File: src/rtl/spi_peripheral_pkg.sv
// rvsteel_spi_pkg: shared definitions for the SPI peripheral endpoint.
//   spi_state_e     - FSM encodings (IDLE / ACTIVE)
//   SPI_BYTE_WIDTH  - bits per SPI byte
//   SPI_CNT_WIDTH   - width of the per-byte bit counters
//   SPI_DUMMY_BYTE  - byte shifted out when no TX data is pending
package rvsteel_spi_pkg;

  typedef enum logic {
    ST_IDLE   = 1'b0,
    ST_ACTIVE = 1'b1
  } spi_state_e;

  localparam int SPI_BYTE_WIDTH = 8;
  localparam int SPI_CNT_WIDTH  = $clog2(SPI_BYTE_WIDTH);

  localparam logic [SPI_BYTE_WIDTH-1:0] SPI_DUMMY_BYTE = 8'hFF;

endpackage

File: src/rtl/spi_peripheral_if.sv
// spi_peripheral_if: byte-wide TX/RX valid/ready streams between the SPI
// peripheral and local logic.
//   tx_data/tx_valid -> peripheral, tx_ready <- peripheral
//   rx_data/rx_valid <- peripheral, rx_ready -> peripheral
// Modports: master = local logic side, slave = SPI peripheral side.
interface spi_peripheral_if;
  import rvsteel_spi_pkg::*;

  logic [SPI_BYTE_WIDTH-1:0] tx_data;
  logic                      tx_valid;
  logic                      tx_ready;
  logic [SPI_BYTE_WIDTH-1:0] rx_data;
  logic                      rx_valid;
  logic                      rx_ready;

  modport master (
    output tx_data, tx_valid, rx_ready,
    input  tx_ready, rx_data, rx_valid
  );

  modport slave (
    input  tx_data, tx_valid, rx_ready,
    output tx_ready, rx_data, rx_valid
  );

endinterface

File: src/rtl/spi_peripheral_sync.sv
// spi_peripheral_sync: two-flop synchronizer for an asynchronous pin.
//   clock     - system clock
//   reset     - asynchronous active-low reset
//   d         - asynchronous input
//   q         - synchronized output (RESET_VAL while in reset)
module spi_peripheral_sync #(
  parameter logic RESET_VAL = 1'b0
) (
  input  logic clock,
  input  logic reset,
  input  logic d,
  output logic q
);

  logic meta;

  always_ff @(posedge clock or negedge reset) begin
    if (!reset) begin
      meta <= RESET_VAL;
      q    <= RESET_VAL;
    end else begin
      meta <= d;
      q    <= meta;
    end
  end

endmodule

File: src/rtl/spi_peripheral.sv
// spi_peripheral: SPI target endpoint, all pins oversampled in the clock domain.
//   clock, reset         - system clock, asynchronous active-low reset
//   cpol, cpha           - SPI mode, only changed while cs is high
//   sclk, pico, cs       - asynchronous SPI pins from the controller
//   poci, poci_oe        - data to controller and its pad enable
//   bus (slave)          - TX holding register write / RX byte stream
//   rx_overrun           - sticky overrun flag
//   rx_overrun_clear     - clears rx_overrun
// Build option: SPI_PERIPHERAL_OVERRUN_EN enables the rx_overrun flag;
// without it rx_overrun is tied low and rx_overrun_clear is ignored.
//
// state  | meaning
// IDLE   | cs high, sclk edges ignored, counters held at zero
// ACTIVE | cs low, sampling pico and shifting poci
module spi_peripheral
  import rvsteel_spi_pkg::*;
#(
  parameter logic [SPI_BYTE_WIDTH-1:0] DUMMY_BYTE = SPI_DUMMY_BYTE
) (
  input  logic                   clock,
  input  logic                   reset,
  input  logic                   cpol,
  input  logic                   cpha,
  input  logic                   sclk,
  input  logic                   pico,
  input  logic                   cs,
  output logic                   poci,
  output logic                   poci_oe,
  spi_peripheral_if.slave        bus,
  output logic                   rx_overrun,
  input  logic                   rx_overrun_clear
);

  localparam logic [SPI_CNT_WIDTH-1:0] CNT_LAST = SPI_CNT_WIDTH'(SPI_BYTE_WIDTH - 1);

  logic sclk_s, pico_s, cs_s, sclk_q;

  spi_peripheral_sync #(.RESET_VAL(1'b0)) u_sync_sclk (.clock(clock), .reset(reset), .d(sclk), .q(sclk_s));
  spi_peripheral_sync #(.RESET_VAL(1'b0)) u_sync_pico (.clock(clock), .reset(reset), .d(pico), .q(pico_s));
  spi_peripheral_sync #(.RESET_VAL(1'b1)) u_sync_cs   (.clock(clock), .reset(reset), .d(cs),   .q(cs_s));

  always_ff @(posedge clock or negedge reset) begin
    if (!reset) sclk_q <= 1'b0;
    else        sclk_q <= sclk_s;
  end

  spi_state_e state_q, state_d;
  logic       cs_fall, cs_rise;

  always_ff @(posedge clock or negedge reset) begin
    if (!reset) state_q <= ST_IDLE;
    else        state_q <= state_d;
  end

  always_comb begin
    state_d = state_q;
    cs_fall = 1'b0;
    cs_rise = 1'b0;
    case (state_q)
      ST_IDLE: begin
        if (!cs_s) begin
          state_d = ST_ACTIVE;
          cs_fall = 1'b1;
        end
      end
      ST_ACTIVE: begin
        if (cs_s) begin
          state_d = ST_IDLE;
          cs_rise = 1'b1;
        end
      end
      default: state_d = ST_IDLE;
    endcase
  end

  // Leading edge leaves the idle level cpol, trailing edge returns to it.
  logic active, sclk_edge, lead_edge, trail_edge, sample_evt, drive_evt;

  assign active     = (state_q == ST_ACTIVE);
  assign sclk_edge  = sclk_s ^ sclk_q;
  assign lead_edge  = sclk_edge & (sclk_q == cpol);
  assign trail_edge = sclk_edge & (sclk_s == cpol);
  assign sample_evt = active & (cpha ? trail_edge : lead_edge);
  assign drive_evt  = active & (cpha ? lead_edge : trail_edge);

  logic [SPI_CNT_WIDTH-1:0]  rx_cnt, tx_cnt;
  logic [SPI_BYTE_WIDTH-2:0] rx_shift;
  logic [SPI_BYTE_WIDTH-1:0] tx_shift, tx_hold;
  logic [SPI_BYTE_WIDTH-1:0] rx_data_q;
  logic                      rx_valid_q;
  logic                      tx_full, tx_write, tx_load, byte_done;

  // CPHA=0 has the MSB ready at cs fall and reloads on the 8th trailing edge;
  // CPHA=1 loads on the first leading edge of every byte.
  assign tx_load   = (cs_fall & ~cpha)
                   | (drive_evt & (cpha ? (tx_cnt == '0) : (tx_cnt == CNT_LAST)));
  assign tx_write  = bus.tx_valid & ~tx_full;
  assign byte_done = sample_evt & (rx_cnt == CNT_LAST);

  always_ff @(posedge clock or negedge reset) begin
    if (!reset) begin
      rx_cnt   <= '0;
      tx_cnt   <= '0;
      rx_shift <= '0;
      tx_shift <= '0;
    end else if (cs_rise) begin
      rx_cnt   <= '0;
      tx_cnt   <= '0;
      rx_shift <= '0;
      tx_shift <= '0;
    end else begin
      if (sample_evt) begin
        rx_shift <= {rx_shift[SPI_BYTE_WIDTH-3:0], pico_s};
        rx_cnt   <= rx_cnt + 1'b1;
      end
      if (tx_load)        tx_shift <= tx_full ? tx_hold : DUMMY_BYTE;
      else if (drive_evt) tx_shift <= {tx_shift[SPI_BYTE_WIDTH-2:0], 1'b0};
      if (drive_evt)      tx_cnt   <= tx_cnt + 1'b1;
    end
  end

  // A write coinciding with a load lands after the load has already taken
  // the dummy byte, so the new byte waits for the next load.
  always_ff @(posedge clock or negedge reset) begin
    if (!reset) begin
      tx_hold <= '0;
      tx_full <= 1'b0;
    end else begin
      if (tx_load) tx_full <= 1'b0;
      if (tx_write) begin
        tx_hold <= bus.tx_data;
        tx_full <= 1'b1;
      end
    end
  end

  always_ff @(posedge clock or negedge reset) begin
    if (!reset) begin
      rx_data_q  <= '0;
      rx_valid_q <= 1'b0;
    end else if (byte_done) begin
      rx_data_q  <= {rx_shift, pico_s};
      rx_valid_q <= 1'b1;
    end else if (rx_valid_q && bus.rx_ready) begin
      rx_valid_q <= 1'b0;
    end
  end

`ifdef SPI_PERIPHERAL_OVERRUN_EN
  logic overrun_q;

  always_ff @(posedge clock or negedge reset) begin
    if (!reset)                                         overrun_q <= 1'b0;
    else if (byte_done && rx_valid_q && !bus.rx_ready)  overrun_q <= 1'b1;
    else if (rx_overrun_clear)                          overrun_q <= 1'b0;
  end

  assign rx_overrun = overrun_q;
`else
  logic unused_overrun_clear;
  assign unused_overrun_clear = rx_overrun_clear;
  assign rx_overrun           = 1'b0;
`endif

  assign bus.tx_ready = ~tx_full;
  assign bus.rx_data  = rx_data_q;
  assign bus.rx_valid = rx_valid_q;
  assign poci_oe      = ~cs_s;
  assign poci         = active & tx_shift[SPI_BYTE_WIDTH-1];

endmodule

File: src/flat_wrapper.sv
// flat-port wrapper written by rule: the top's interface ports become plain ports
module spi_peripheral_flat import rvsteel_spi_pkg::*;
#(
  parameter logic [SPI_BYTE_WIDTH-1:0] DUMMY_BYTE = SPI_DUMMY_BYTE
)
  (clock, reset, cpol, cpha, sclk, pico, cs, poci, poci_oe, rx_overrun, rx_overrun_clear, bus_tx_data, bus_tx_valid, bus_rx_ready, bus_tx_ready, bus_rx_data, bus_rx_valid);
  spi_peripheral_if bus_i ();
  input  logic clock;
  input  logic reset;
  input  logic cpol;
  input  logic cpha;
  input  logic sclk;
  input  logic pico;
  input  logic cs;
  output logic poci;
  output logic poci_oe;
  output logic rx_overrun;
  input  logic rx_overrun_clear;
  input wire logic [$bits(bus_i.tx_data)-1:0] bus_tx_data;
  input wire logic [$bits(bus_i.tx_valid)-1:0] bus_tx_valid;
  input wire logic [$bits(bus_i.rx_ready)-1:0] bus_rx_ready;
  output wire logic [$bits(bus_i.tx_ready)-1:0] bus_tx_ready;
  output wire logic [$bits(bus_i.rx_data)-1:0] bus_rx_data;
  output wire logic [$bits(bus_i.rx_valid)-1:0] bus_rx_valid;
  assign bus_i.tx_data = bus_tx_data;
  assign bus_i.tx_valid = bus_tx_valid;
  assign bus_i.rx_ready = bus_rx_ready;
  assign bus_tx_ready = bus_i.tx_ready;
  assign bus_rx_data = bus_i.rx_data;
  assign bus_rx_valid = bus_i.rx_valid;
  spi_peripheral #(.DUMMY_BYTE(DUMMY_BYTE)) u_core (.clock(clock), .reset(reset), .cpol(cpol), .cpha(cpha), .sclk(sclk), .pico(pico), .cs(cs), .poci(poci), .poci_oe(poci_oe), .bus(bus_i), .rx_overrun(rx_overrun), .rx_overrun_clear(rx_overrun_clear));
endmodule
File: config.mk
export PLATFORM = sky130hd
export DESIGN_NAME = spi_peripheral_flat
export DESIGN_NICKNAME = d
export VERILOG_FILES = /design/src/rtl/spi_peripheral_pkg.sv /design/src/rtl/spi_peripheral_if.sv /design/src/rtl/spi_peripheral_sync.sv /design/src/rtl/spi_peripheral.sv /design/src/flat_wrapper.sv
export SDC_FILE = /design/constraint.sdc
export NUM_CORES = 1
export LEC_CHECK = 0
export BUFFER_PORTS_ARGS = -buffer_cell sky130_fd_sc_hd__buf_2
export CORE_ASPECT_RATIO = 1.2
export CORE_UTILIZATION = 40
export DETAILED_ROUTE_END_ITERATION = 8
export PLACE_DENSITY = 0.6
export SYNTH_ARGS = -nofsm -noshare
export SYNTH_HDL_FRONTEND = slang
export SYNTH_SLANG_ARGS = --single-unit
export TNS_END_PERCENT = 30
File: constraint.sdc
create_clock -name clock -period 2.4 [get_ports clock]
set_clock_uncertainty 0.1 [all_clocks]
set_input_delay 0.12 -clock clock [delete_from_list [all_inputs] [get_ports clock]]
set_output_delay 0.12 -clock clock [all_outputs]
set_load 0.03 [all_outputs]
==> results.yml <==
logic_synthesis:
  synth_top_flop_cell: "dfrtp_1"
  ys_warn_count: 0
  synth_common_cells: "45 x dfrtp_1, 16 x mux2_2, 14 x o211ai_1, 13 x nor2_1, 11 x nand3_1"
  seq_area_frac_synth_pct: 56.5
  post-synth-top-count-cell: "dfrtp_1"
  synth_top_area_share_pct: 54.0
  avgSynthCellArea_sq_um: 12.4
  synth_cells: 168
  synth.net_count: 191
  yosys.area.top_type: "dfrtp_1"
  ys_types: 34
  synth_seq_cells: 47
  synthArstFlopShare_pct: 100
  synthTopCellsByArea: "dfrtp_1 54%, mux2_2 8.6%, o211ai_1 5.0%"
  synth-edff-count: 0
  synth_area_sq_um: 2090
setup_path:
  crit_type: "register to register"
  start_kind: "register"
  arrival_ns: 2.03
  path_max_fanout: 9
  cp.required_ns: 2.46
  worst_setup_path_end_kind: "register"
floorplan:
  dieHeight_um: 81.1
  die_w_um: 67.9
  rows: 28
  initial_utilization_pct: 42.0
  die_area_sq_um: 5510
  ioPinCount: 31
  coreArea_sq_um: 4970
layout:
  multi_input_area_sq_um: 833
  diodes: 0
  drive_gt1_share_pct: 27.6
  seq_area_sq_um: 1180
  syn2layout_area_growth_pct: 18.9
  nNetsFinal: 232
  num-fill-cells: 469
clocking:
  cts_buffer_depth: 2
  clkTransAtPathRegs_ns: 0.09
  cts_tree: "built"
  clock-sinks: 47
  clk_latency_ns: 0.29
  cts_made_buffers: 5
  postCtsSetupBuffers: 0
  clockRootBuffer: "clkbuf_8"
  cts.htree.levels: 2
global_route:
  grt_pass1_wl_um: 6310
  overflow: 0
  first_global_vias: 1430
  grt_usage_pct: 15.3
  antenna_found_initial: 0
  grt_max_degree: 48
place:
  dp_hpwl_um: 2560
  portBuffers: 28
  place_congestion: 0.741
run_status:
  outcome: "finished, final reports clean"
power:
  irDropWorstVdd_uv: 473
  p_per_area_nw_per_um2: 702
  power_leakage_nw: 1.21
  p_total_mw: 1.74
sta:
  finalSetupViolations: 0
  timing.final.crit_share_pct: 81.7
  finalSetupTns_ns: 0
  hold_violations: 0
  period_needed_ns: 1.96
  drv_slew: 0
  fmax_mhz: 510
  grt_setup_unrepaired: "false"
  worst_pin_slew_ns: 1.01
  slew-limit-headroom_pct: 32.5
flow_run:
  maxCapViolCount: 0
detailed_routing:
  routed_via_density: 5.29
  drt_iter0_drc: 40
  routed_wl_um: 3660
  ant_nets: 0
  dr.pass1.iters: 6
  via_count: 1427
  wl_per_cell_um: 13.6
  drc_errors: 0
worst_hold_path:
  hold_class: "register to register"
## sequential cells by signal, summed over array words and instances, names as in the netlist
name                     count
u_core.sclk_q                1
u_core.tx_full               1
u_core.tx_cnt                3
u_core.u_sync_pico.meta      1
u_core.u_sync_cs.meta        1
u_core.rx_cnt                3
u_core.u_sync_cs.q           1
u_core.tx_hold               8
u_core.rx_shift              7
u_core.u_sync_pico.q         1
u_core.active                1
u_core.u_sync_sclk.meta      1
u_core.tx_shift              8
u_core.bus.rx_valid          1
u_core.u_sync_sclk.q         1
u_core.bus.rx_data           8
## layout by cell type (no fill, tap or decap), drive strengths merged, types with 2 or more instances in the layout
cell	instances
dfrtp	45
dfstp	2
clkbuf	7
inv	7
ha	5
o211ai	14
xnor2	2
dlygate4sd3	13
mux2	16
a21oi	2
and2	2
buf	29
nand2	5
nand2b	2
nor2	13
mux2i	11
nand3	11
o21ai	11
## final cells by class
type | instances | area share, %
well taps | 60 | 3.02
multi-input cells | 106 | 33.6
clock inverters | 1 | 0.202
flip-flops and latches | 47 | 47.5
clock buffers | 7 | 3.48
repair buffers | 42 | 11.2
inverters | 7 | 1.06
## timing repair
item | CTS | global route
hold buffers | 13 | 0
resized for setup | 0 | 0
hold endpoints to repair | 57 | 0
## logic make-up (layout without fill, tap and decap cells)
| group | after synthesis | after routing | synth area share, % |
|---|---|---|---|
| simple gates | 36 | 36 | 7.97 |
| buf+inv | 15 | 57 | 3.60 |
| other cells | 1 | 1 | 0.180 |
| compound gates | 34 | 34 | 12.7 |
| xor+xnor | 3 | 3 | 1.62 |
| fa+ha+maj | 5 | 5 | 3.00 |
| flops | 47 | 47 | 56.5 |
| mux | 27 | 27 | 14.5 |
## power breakdown
part / leakage (nW) / switching (mW) / internal, mW
logic: 0.558 / 0.161 / 0.140
registers: 0.606 / 0.0633 / 0.899
clock network: 0.0482 / 0.246 / 0.233
total: 1.21 / 0.470 / 1.27
## final timing paths
check | from | end | slack, ns | cells after the start
worst max register to register | u_core.tx_cnt[0] | u_core.tx_shift[4] | 0.44 | 5
max in group asynchronous | reset | u_core.tx_hold[6] | 1.12 | 2
min in group asynchronous | reset | u_core.rx_shift[5] | 0.43 | 2
worst min register to register | u_core.u_sync_pico.meta | u_core.u_sync_pico.q | 0.24 | 0
worst max-delay path | u_core.tx_cnt[0] | u_core.tx_shift[4] | 0.44 | 5
worst min-delay path | u_core.u_sync_pico.meta | u_core.u_sync_pico.q | 0.24 | 0
## metal layers
layer	track usage, %	up-vias	wire [um]
met5	0	-	0
met4	6.67	0	43
met3	3.23	5	115
met2	25.3	30	1870
li1	-	680	-
met1	18.9	712	1640
## through the flow
step	worst slack, ns	std cells	area (sq um)	hold WS, ns	utilization (%)
floorplan	0.614	168	2090	-0.276	-
global placement	0.455	249	2260	0.130	45.4
detailed placement	0.386	249	2260	0.132	45.4
CTS	0.427	270	2480	0.245	49.9
global route	0.295	270	2480	0.260	49.9
finish	0.438	270	2480	0.242	49.9
## critical path: stages, from the launching register on
cell	delay (ns)
dfrtp_1	0.40
ha_1	0.20
ha_1	0.21
a311oi_4	0.43
or2_1	0.35
o211ai_1	0.15
(Power assumes the default switching activity.)
